<file path="src/rtl/pool_window_gen.sv">
// Streaming KxK stride-K window builder feeding max_pool2d from a raster pixel stream.
// Optional `POOL_WINDOW_GEN_SOF_EN adds an in_sof input that realigns the frame to (0,0).
module pool_window_gen #(
  parameter int unsigned K     = 2,
  parameter int unsigned WIDTH = 16,
  parameter int unsigned IMG_W = 8,
  parameter int unsigned IMG_H = 8
) (
  input  logic                    clk,
  input  logic                    rst_n,
  input  logic                    in_valid,
  output logic                    in_ready,
  input  logic signed [WIDTH-1:0] in_pixel,
`ifdef POOL_WINDOW_GEN_SOF_EN
  input  logic                    in_sof,
`endif
  output logic                    out_valid,
  input  logic                    out_ready,
  output logic signed [WIDTH-1:0] out_window [K*K],
  output logic                    out_last
);

  localparam int unsigned CW       = (IMG_W > 1) ? $clog2(IMG_W) : 1;
  localparam int unsigned RW       = (IMG_H > 1) ? $clog2(IMG_H) : 1;
  localparam int unsigned SW       = (K > 1) ? $clog2(K) : 1;
  localparam int unsigned LB_DEPTH = (K - 1) * IMG_W;
  localparam int unsigned AW       = (LB_DEPTH > 1) ? $clog2(LB_DEPTH) : 1;
  localparam int unsigned SRW      = (K - 1) * WIDTH;

  if (K < 2) begin : g_bad_k
    $error("pool_window_gen: K must be at least 2");
  end
  if (IMG_W % K != 0) begin : g_bad_w
    $error("pool_window_gen: IMG_W must be a multiple of K");
  end
  if (IMG_H % K != 0) begin : g_bad_h
    $error("pool_window_gen: IMG_H must be a multiple of K");
  end

  logic [CW-1:0]           col, cur_col;
  logic [RW-1:0]           row, cur_row;
  logic [SW-1:0]           col_sub, cur_col_sub;
  logic [SW-1:0]           row_sub, cur_row_sub;
  logic                    accept, complete, frame_end, last_row_of_band;
  logic [AW-1:0]           lb_wr_idx;
  logic signed [WIDTH-1:0] line_buf [LB_DEPTH];
  logic [SRW-1:0]          shift_reg;
  logic signed [WIDTH-1:0] win_next [K*K];

  // Handshake and effective pixel position (a start-of-frame pixel forces (0,0)).
  always_comb begin
    in_ready    = !out_valid || out_ready;
    accept      = in_valid && in_ready;
    cur_col     = col;
    cur_row     = row;
    cur_col_sub = col_sub;
    cur_row_sub = row_sub;
`ifdef POOL_WINDOW_GEN_SOF_EN
    if (in_sof) begin
      cur_col     = '0;
      cur_row     = '0;
      cur_col_sub = '0;
      cur_row_sub = '0;
    end
`endif
    last_row_of_band = (cur_row_sub == SW'(K - 1));
    complete         = accept && last_row_of_band && (cur_col_sub == SW'(K - 1));
    frame_end        = (cur_row == RW'(IMG_H - 1)) && (cur_col == CW'(IMG_W - 1));
    lb_wr_idx        = AW'(32'(cur_row_sub) * IMG_W + 32'(cur_col));
  end

  // Raster position counters; sub-counters track position within the K band.
  always_ff @(posedge clk or negedge rst_n) begin
    if (!rst_n) begin
      col     <= '0;
      row     <= '0;
      col_sub <= '0;
      row_sub <= '0;
    end else if (accept) begin
      if (cur_col == CW'(IMG_W - 1)) begin
        col     <= '0;
        col_sub <= '0;
        if (frame_end) begin
          row     <= '0;
          row_sub <= '0;
        end else begin
          row     <= cur_row + 1'b1;
          row_sub <= last_row_of_band ? '0 : cur_row_sub + 1'b1;
        end
      end else begin
        col     <= cur_col + 1'b1;
        col_sub <= (cur_col_sub == SW'(K - 1)) ? '0 : cur_col_sub + 1'b1;
      end
    end
  end

  // Line buffers and current-row shift register carry data only, no reset.
  always_ff @(posedge clk) begin
    if (accept && !last_row_of_band) begin
      line_buf[lb_wr_idx] <= in_pixel;
    end
    if (accept && last_row_of_band) begin
      shift_reg <= SRW'({shift_reg, in_pixel});
    end
  end

  // Assemble the candidate window: buffered rows, then shift register, then the live pixel.
  for (genvar r = 0; r < int'(K) - 1; r++) begin : g_lb_row
    for (genvar c = 0; c < int'(K); c++) begin : g_lb_col
      assign win_next[r*K + c] =
        line_buf[AW'(r * IMG_W + c - (K - 1)) + AW'(cur_col)];
    end
  end
  for (genvar c = 0; c < int'(K) - 1; c++) begin : g_sr
    assign win_next[(K-1)*K + c] = shift_reg[(K - 2 - c)*WIDTH +: WIDTH];
  end
  assign win_next[K*K - 1] = in_pixel;

  // Output register: reload on completion, otherwise clear on transfer.
  always_ff @(posedge clk or negedge rst_n) begin
    if (!rst_n) begin
      out_valid  <= 1'b0;
      out_last   <= 1'b0;
      out_window <= '{default: '0};
    end else if (complete) begin
      out_valid  <= 1'b1;
      out_last   <= frame_end;
      out_window <= win_next;
    end else if (out_ready) begin
      out_valid <= 1'b0;
      out_last  <= 1'b0;
    end
  end

endmodule

</file>
<file path="config.mk">
export PLATFORM = sky130hd
export DESIGN_NAME = pool_window_gen
export DESIGN_NICKNAME = d
export VERILOG_FILES = /design/src/rtl/pool_window_gen.sv
export SDC_FILE = /design/constraint.sdc
export NUM_CORES = 1
export LEC_CHECK = 0
export ABC_CLOCK_PERIOD_IN_PS = 4450
export CAP_MARGIN = 10
export CELL_PAD_IN_SITES_DETAIL_PLACEMENT = 0
export CELL_PAD_IN_SITES_GLOBAL_PLACEMENT = 1
export CORE_UTILIZATION = 48
export CTS_CLUSTER_DIAMETER = 200
export CTS_CLUSTER_SIZE = 10
export DETAILED_ROUTE_END_ITERATION = 6
export PLACE_DENSITY = 0.8
export SYNTH_ARGS = -nofsm -noshare
export SYNTH_HDL_FRONTEND = slang
export SYNTH_SLANG_ARGS = --single-unit
</file>
<file path="constraint.sdc">
create_clock -name clk -period 4.45 [get_ports clk]
set_input_delay 0.6675 -clock clk [delete_from_list [all_inputs] [get_ports clk]]
set_output_delay 0.6675 -clock clk [all_outputs]
set_load 0.02 [all_outputs]
</file>
==> results of run 1 <==
## worst max path at each step
stage / slack [ps] / to / cells past startpoint / start
after floorplan: 1020 / line_buf[0][0] / 5 / out_ready
after global placement: 1430 / line_buf[1][7] / 6 / out_ready
after detailed placement: 1320 / line_buf[1][8] / 6 / out_ready
after CTS: 1660 / out_window[61] / 4 / col[0]
after global routing: 1540 / out_window[61] / 4 / col[0]
final: 1600 / out_window[61] / 4 / col[0]
## critical path: cells and delay by family, from the launching register on
kind	cells	cell delay, ps
simple gates	1	930
buf+inv	1	950
compound gates	2	420
flops	1	400
## cell families after synthesis
logic type / count (synthesis) / share of synthesized area (%)
flip-flops: 218 / 66.8
AO/OA/AOI/OAI: 102 / 8.28
adder cells (fa/ha/maj): 5 / 0.677
buffers and inverters: 43 / 2.26
AND/OR/NAND/NOR: 80 / 3.75
multiplexers: 163 / 18.1
XOR/XNOR: 1 / 0.0948
## power groups by stage
stage                     Combinational (mW)  Clock (mW)  Sequential (mW)
after floorplan                         2.18           0             3.24
after global placement                  3.67           0             2.94
after detailed placement                3.76           0             2.97
after CTS                               3.77        1.89             2.94
after global routing                    4.01        1.96             2.99
final                                   3.78        1.85             2.94
## per-layer routing
layer,global-route usage [%],vias up
met2,37.2,213
met1,30.1,2884
met3,4.04,61
met4,8.01,0
li1,-,2521
met5,0,-
## stage by stage
stage / area (um^2) / std cells / worst slack, ps / hold slack, ps / utilization [%]
floorplan: 9240 / 612 / 1020 / 372 / -
CTS: 11100 / 951 / 1660 / 160 / 59.1
global placement: 10400 / 905 / 1430 / 462 / 55.2
finish: 11100 / 951 / 1600 / 140 / 59.1
global route: 11100 / 951 / 1540 / 179 / 59.1
detailed placement: 10400 / 905 / 1320 / 469 / 55.2
## cell type report
type / instances / area share (%)
inverter: 2 / 0.0677
clock inverter: 1 / 0.181
timing repair buffer: 100 / 8.80
tap: 234 / 2.64
clock buffer: 45 / 6.41
multi-input combinational: 351 / 26.2
sequential: 218 / 55.7
## layout by cell type (no fill, tap or decap), types with 20 or more instances in the layout
cell type and instances:
a22o_1 32, clkbuf_16 25, clkdlybuf4s50_1 85, dfrtp_1 73, edfxtp_1 144, mux2_2 35
mux2i_1 128, nand2_1 39, nor2_1 20, o21ai_0 20, o22ai_1 32
==> metrics.txt, run 1 <==
Detail Route Antenna Nets=0; Pwr Total=8.57 mW; num rows=50; Post-CTS Hold Buffers=0; max reg flops=128; Warnings, synthesis=0; Unique masters post-synth=31; vias per cell=approximately 6; drt wl/cell=22.9 um; crit path time final=2850 ps; Residual DRC=0; Critical Path Start Type=flip-flop; Max Clock Freq=0.351 GHz; Worst-path clk slew=~60 ps; fill count=1,469; CP max stage cell=buf_4; uppermost layer routed=met4; I/O Buffers=between 80 and 90; cell taking the most area after synthesis=edfxtp_1; peak supply drop=598 uV; Detailed Route WL=21,800 um; clock sinks=218; clock tree buffer depth=3; critical path capture point type=flip-flop; routed length on met2=10,300 um; Hold Crit Class=input pin to async pin; proportion of layout cells with a drive suffix above 1=13.5%; Syn-to-layout area delta=20.0%; FF-to-FF Start=col[0]; CTS Buf Count=25; # IOs=87; leakage=4.32 nW; internal power=~5.4 mW; Synth Register Bits=218; clock latency at the later pin of the worst-skew pair=540 ps; Post-Syn Area=slightly above 0.009 mm^2; Comb power frac=44.1%; postcts setup bufs=0; H-tree Lvls=1; register area share after synthesis=66.8%; WS Path Type=flip-flop to flip-flop; GRT Total Usage=22.5%; Final Cycle Share=64.1%; largest net degree at the start of global routing=74; synth cell count leaders=144 x edfxtp_1, 128 x mux2i_1, 74 x dfrtp_1; # nets final=around 720; EDFF count, synth=144; TNS Setup=0 ps; Slew @ Worst Pin=approximately 1200 ps; worst rel slew slack=between 10% and 20%; first-pass GRT wire length=around 34,000 um; clock skew=around 19 ps; Sw Share=36.9%; Yosys top cell area share=46.8%; Syn Area/Cell=between 15 and 20 um^2; number of global-route vias before repair=5,953; Flop pwr share=approximately 34%; share of power burned in the clock network=between 20% and 30%; vias=~5.7k; Switch Pwr=3.16 mW; Synth Net Count=637; Primary FF master, synth=edfxtp_1; Post-CTS Resized=0; crit path DAT=between 3000 and 4000 ps; Crit Reg-Reg Endpoint=out_window[61]; final hold viol count=0; gp weighted congestion=around 0.78; MaxCap Viol Count=0; biggest cell delay along the critical path=950 ps; die footprint=slightly below 0.02 mm^2; first drt pass iteration count=5; Seq. cell area=0.00618 mm^2; cell chain of the critical path=buf_4 > and2_1 > a22o_1 > o31ai_2; status=finished clean; Placeable Area=0.0188 mm^2; RSZ-0062 raised after global routing=no; dpl hpwl=13,100 um; final setup violation count=0; Synth Instances=approximately 610; DRT iter0 DRCs=390; top cells by area, synth=edfxtp_1 47%, dfrtp_1 20%, mux2i_1 14%; initial antenna violation count=0; Initial Util=49.3%; diode count=0; multi-input logic area=between 0.002 and 0.003 mm^2; PwrDens=773 mW/mm^2; async set or reset register ratio after synthesis=33.9%; GRT overflow=0; Final Slew Violations=0; Required @ worst endpoint=4830 ps; Die H=141 um; Root Buffer=clkbuf_16; worst reg-to-reg setup slack=around 1600 ps; Max Fanout on Critical Path=73; DR WL met3=1300 um; r2r worst-path depth=4; Metal-1 WL=9630 um; CTS tree=done; most numerous cell in the Yosys netlist=edfxtp_1; die width=141 um
No activity file was read; power rests on OpenSTA's default activity.
==> run 2, diff against run 1 <==
ABC_CLOCK_PERIOD_IN_PS = 2480   (was 4450)
CORE_UTILIZATION = 43   (was 48)
PLACE_DENSITY = 0.76   (was 0.8)
clock period = 2.48 ns   (was 4.45 ns; I/O delays follow)
==> metrics.txt, run 2 (same netlist as run 1, synthesis figures left out) <==
initial antenna violation count=0 (unchanged); max reg flops=128 (unchanged); vias=5,537 (was 5,679); peak supply drop=699 uV (was 598 uV); final hold viol count=0 (unchanged); Critical Path Start Type=flip-flop (unchanged); cell chain of the critical path=inv_1 > ha_4 > xnor2_1 > nor2_1 > buf_4 > a22o_1 > o31ai_2 (was buf_4 > and2_1 > a22o_1 > o31ai_2); Flop pwr share=34.0% (was 34.3%); Comb power frac=45.0% (was 44.1%); final setup violation count=0 (unchanged); routed length on met2=10,500 um (was 10,300 um); DR WL met3=1210 um (was 1300 um); Initial Util=44.0% (was 49.3%); internal power=9.87 mW (was 5.41 mW); postcts setup bufs=0 (unchanged); Hold Crit Class=input pin to async pin (unchanged); vias per cell=5.50 (was 5.97); fill count=1,715 (was 1,469); dpl hpwl=13,600 um (was 13,100 um); dpl cell area=0.0106 mm^2 (was 0.0104 mm^2); DRT iter0 DRCs=317 (was 390); gp weighted congestion=0.774 (was 0.783); PwrDens=1370 mW/mm^2 (was 773 mW/mm^2); clock sinks=218 (unchanged); Crit path buffers/inverters=2 (was 1); worst rel slew slack=39.9% (was 17.4%); most frequent cells in the layout=144 x edfxtp_1, 128 x mux2i_1, 85 x clkdlybuf4s50_1, 73 x dfrtp_1, 39 x nand2_1 (unchanged); leakage=4.41 nW (was 4.32 nW); CP max stage cell=nor2_1 (was buf_4); share of power burned in the clock network=21.1% (was 21.6%); biggest cell delay along the critical path=650 ps (was 950 ps); MaxCap Viol Count=0 (unchanged); Post-CTS Resized=0 (unchanged); crit path time final=2250 ps (was 2850 ps); Crit Reg-Reg Endpoint=out_window[61] (unchanged); Slew @ Worst Pin=901 ps (was 1240 ps); Worst-path clk slew=60 ps (about the same); die width=149 um (was 141 um); clock tree buffer depth=3 (unchanged); clock skew=16.8 ps (was 19.0 ps); most common cell after layout, fill and taps aside=edfxtp_1 (unchanged); cell family with most CP delay=simple AND/OR/NAND/NOR gates (was buffers and inverters); FF-to-FF Start=col[0] (unchanged); Root Buffer=clkbuf_16 (unchanged); fin area=0.0113 mm^2 (was 0.0111 mm^2); crit path DAT=2630 ps (was 3230 ps); # nets final=738 (was 723); CTS Buf Count=25 (unchanged); Critical path origin=col[0] (unchanged); Die H=149 um (was 141 um); H-tree Lvls=1 (unchanged); first-pass GRT wire length=34,000 um (was 33,700 um); GRT Total Usage=20.5% (was 22.5%); Residual DRC=0 (unchanged); largest net degree at the start of global routing=74 (unchanged); worst reg-to-reg setup slack=230 ps (was 1600 ps); critical path capture point type=flip-flop (unchanged); Pwr Total=15.5 mW (was 8.57 mW); uppermost layer routed=met4 (unchanged); Metal-1 WL=9820 um (was 9630 um); Syn-to-layout area delta=22.7% (was 20.0%); multi-input logic area=0.00290 mm^2 (about the same); clock latency at the later pin of the worst-skew pair=510 ps (was 540 ps); # IOs=87 (unchanged); I/O Buffers=86 (unchanged); Max Fanout on Critical Path=9 (was 73); Max Clock Freq=0.445 GHz (was 0.351 GHz); Sw Share=36.4% (was 36.9%); Final Cycle Share=90.7% (was 64.1%); r2r worst-path depth=7 (was 4); die footprint=0.0221 mm^2 (was 0.0198 mm^2); GRT overflow=0 (unchanged); first drt pass iteration count=5 (unchanged); number of global-route vias before repair=5,762 (was 5,953); Seq. cell area=0.00618 mm^2 (unchanged); RSZ-0062 raised after global routing=no (unchanged); num rows=53 (was 50); drt wl/cell=21.7 um (was 22.9 um); proportion of layout cells with a drive suffix above 1=14.9% (was 13.5%); Placeable Area=0.0210 mm^2 (was 0.0188 mm^2); WS Path Type=flip-flop to flip-flop (unchanged); CTS tree=done (unchanged); Switch Pwr=5.64 mW (was 3.16 mW); Detail Route Antenna Nets=0 (unchanged); diode count=0 (unchanged); Detailed Route WL=21,800 um (about the same); Final Slew Violations=0 (unchanged); Required @ worst endpoint=2860 ps (was 4830 ps); status=finished clean (unchanged)
-- run 2: changes by cell type in the layout (fill, tap and decap cells not counted), sizes merged --
cell | before | now
dlygate4sd3 | 0 | 1
buf | 15 | 29
-- run 2: how the worst max path moves through the flow --
| stage | to | cells after the start | slack, ps |
|---|---|---|---|
| finish | out_window[61] | 7 | 230 |
| global route | out_window[62] | 6 | 70 |
| CTS | out_window[52] | 7 | 220 |
| detailed placement | out_window[52] | 7 | 230 |
| global placement | out_window[61] | 7 | 280 |
| floorplan | line_buf[2][0] | 5 | -110 |
-- run 2: per-layer routing --
metal / vias to the layer above / track usage [%]
met5: - / 0
met4: 0 / 5.46
met3: 26 / 3.13
met2: 170 / 33.2
met1: 2796 / 28.7
li1: 2545 / -
-- run 2: layout make-up --
class	instances	share of cell area (%)
inverters	2	0.0662
well taps	275	3.03
multi-input cells	351	25.5
flip-flops and latches	218	54.5
repair buffers	115	10.5
clock buffers	45	6.27
clock inverters	1	0.0772
-- run 2: worst reg2reg max path, stage by stage (launching register included) --
cell and delay [ps]:
dfrtp_4 480, inv_1 160, ha_4 150, xnor2_1 90, nor2_1 650, buf_4 330
a22o_1 200, o31ai_2 70
-- run 2: per-stage QoR --
stage / cells / hold slack, ps / TNS (ps) / setup WS [ps] / utilization, %
6_report: 1007 / 392 / 0 / 232 / 53.9
4_1_cts: 1007 / 404 / 0 / 224 / 53.9
2_1_floorplan: 612 / 76.4 / -6990 / -109 / -
3_5_place_dp: 960 / 390 / 0 / 235 / 50.5
5_1_grt: 1007 / 424 / 0 / 71.0 / 53.9
3_3_place_gp: 960 / 386 / 0 / 285 / 50.5
-- run 2: power by group through the flow --
stage	Sequential [mW]	Combinational, mW	Clock [mW]
4_1_cts	5.28	7.00	3.34
2_1_floorplan	5.82	3.94	0
3_3_place_gp	5.29	6.85	0
6_report	5.27	6.97	3.26
3_5_place_dp	5.33	6.99	0
5_1_grt	5.38	7.40	3.50
-- run 2: timing repair --
action	CTS	global route
setup endpoints to repair	0	0
hold buffers	1	0
endpoints found under the hold margin	36	0
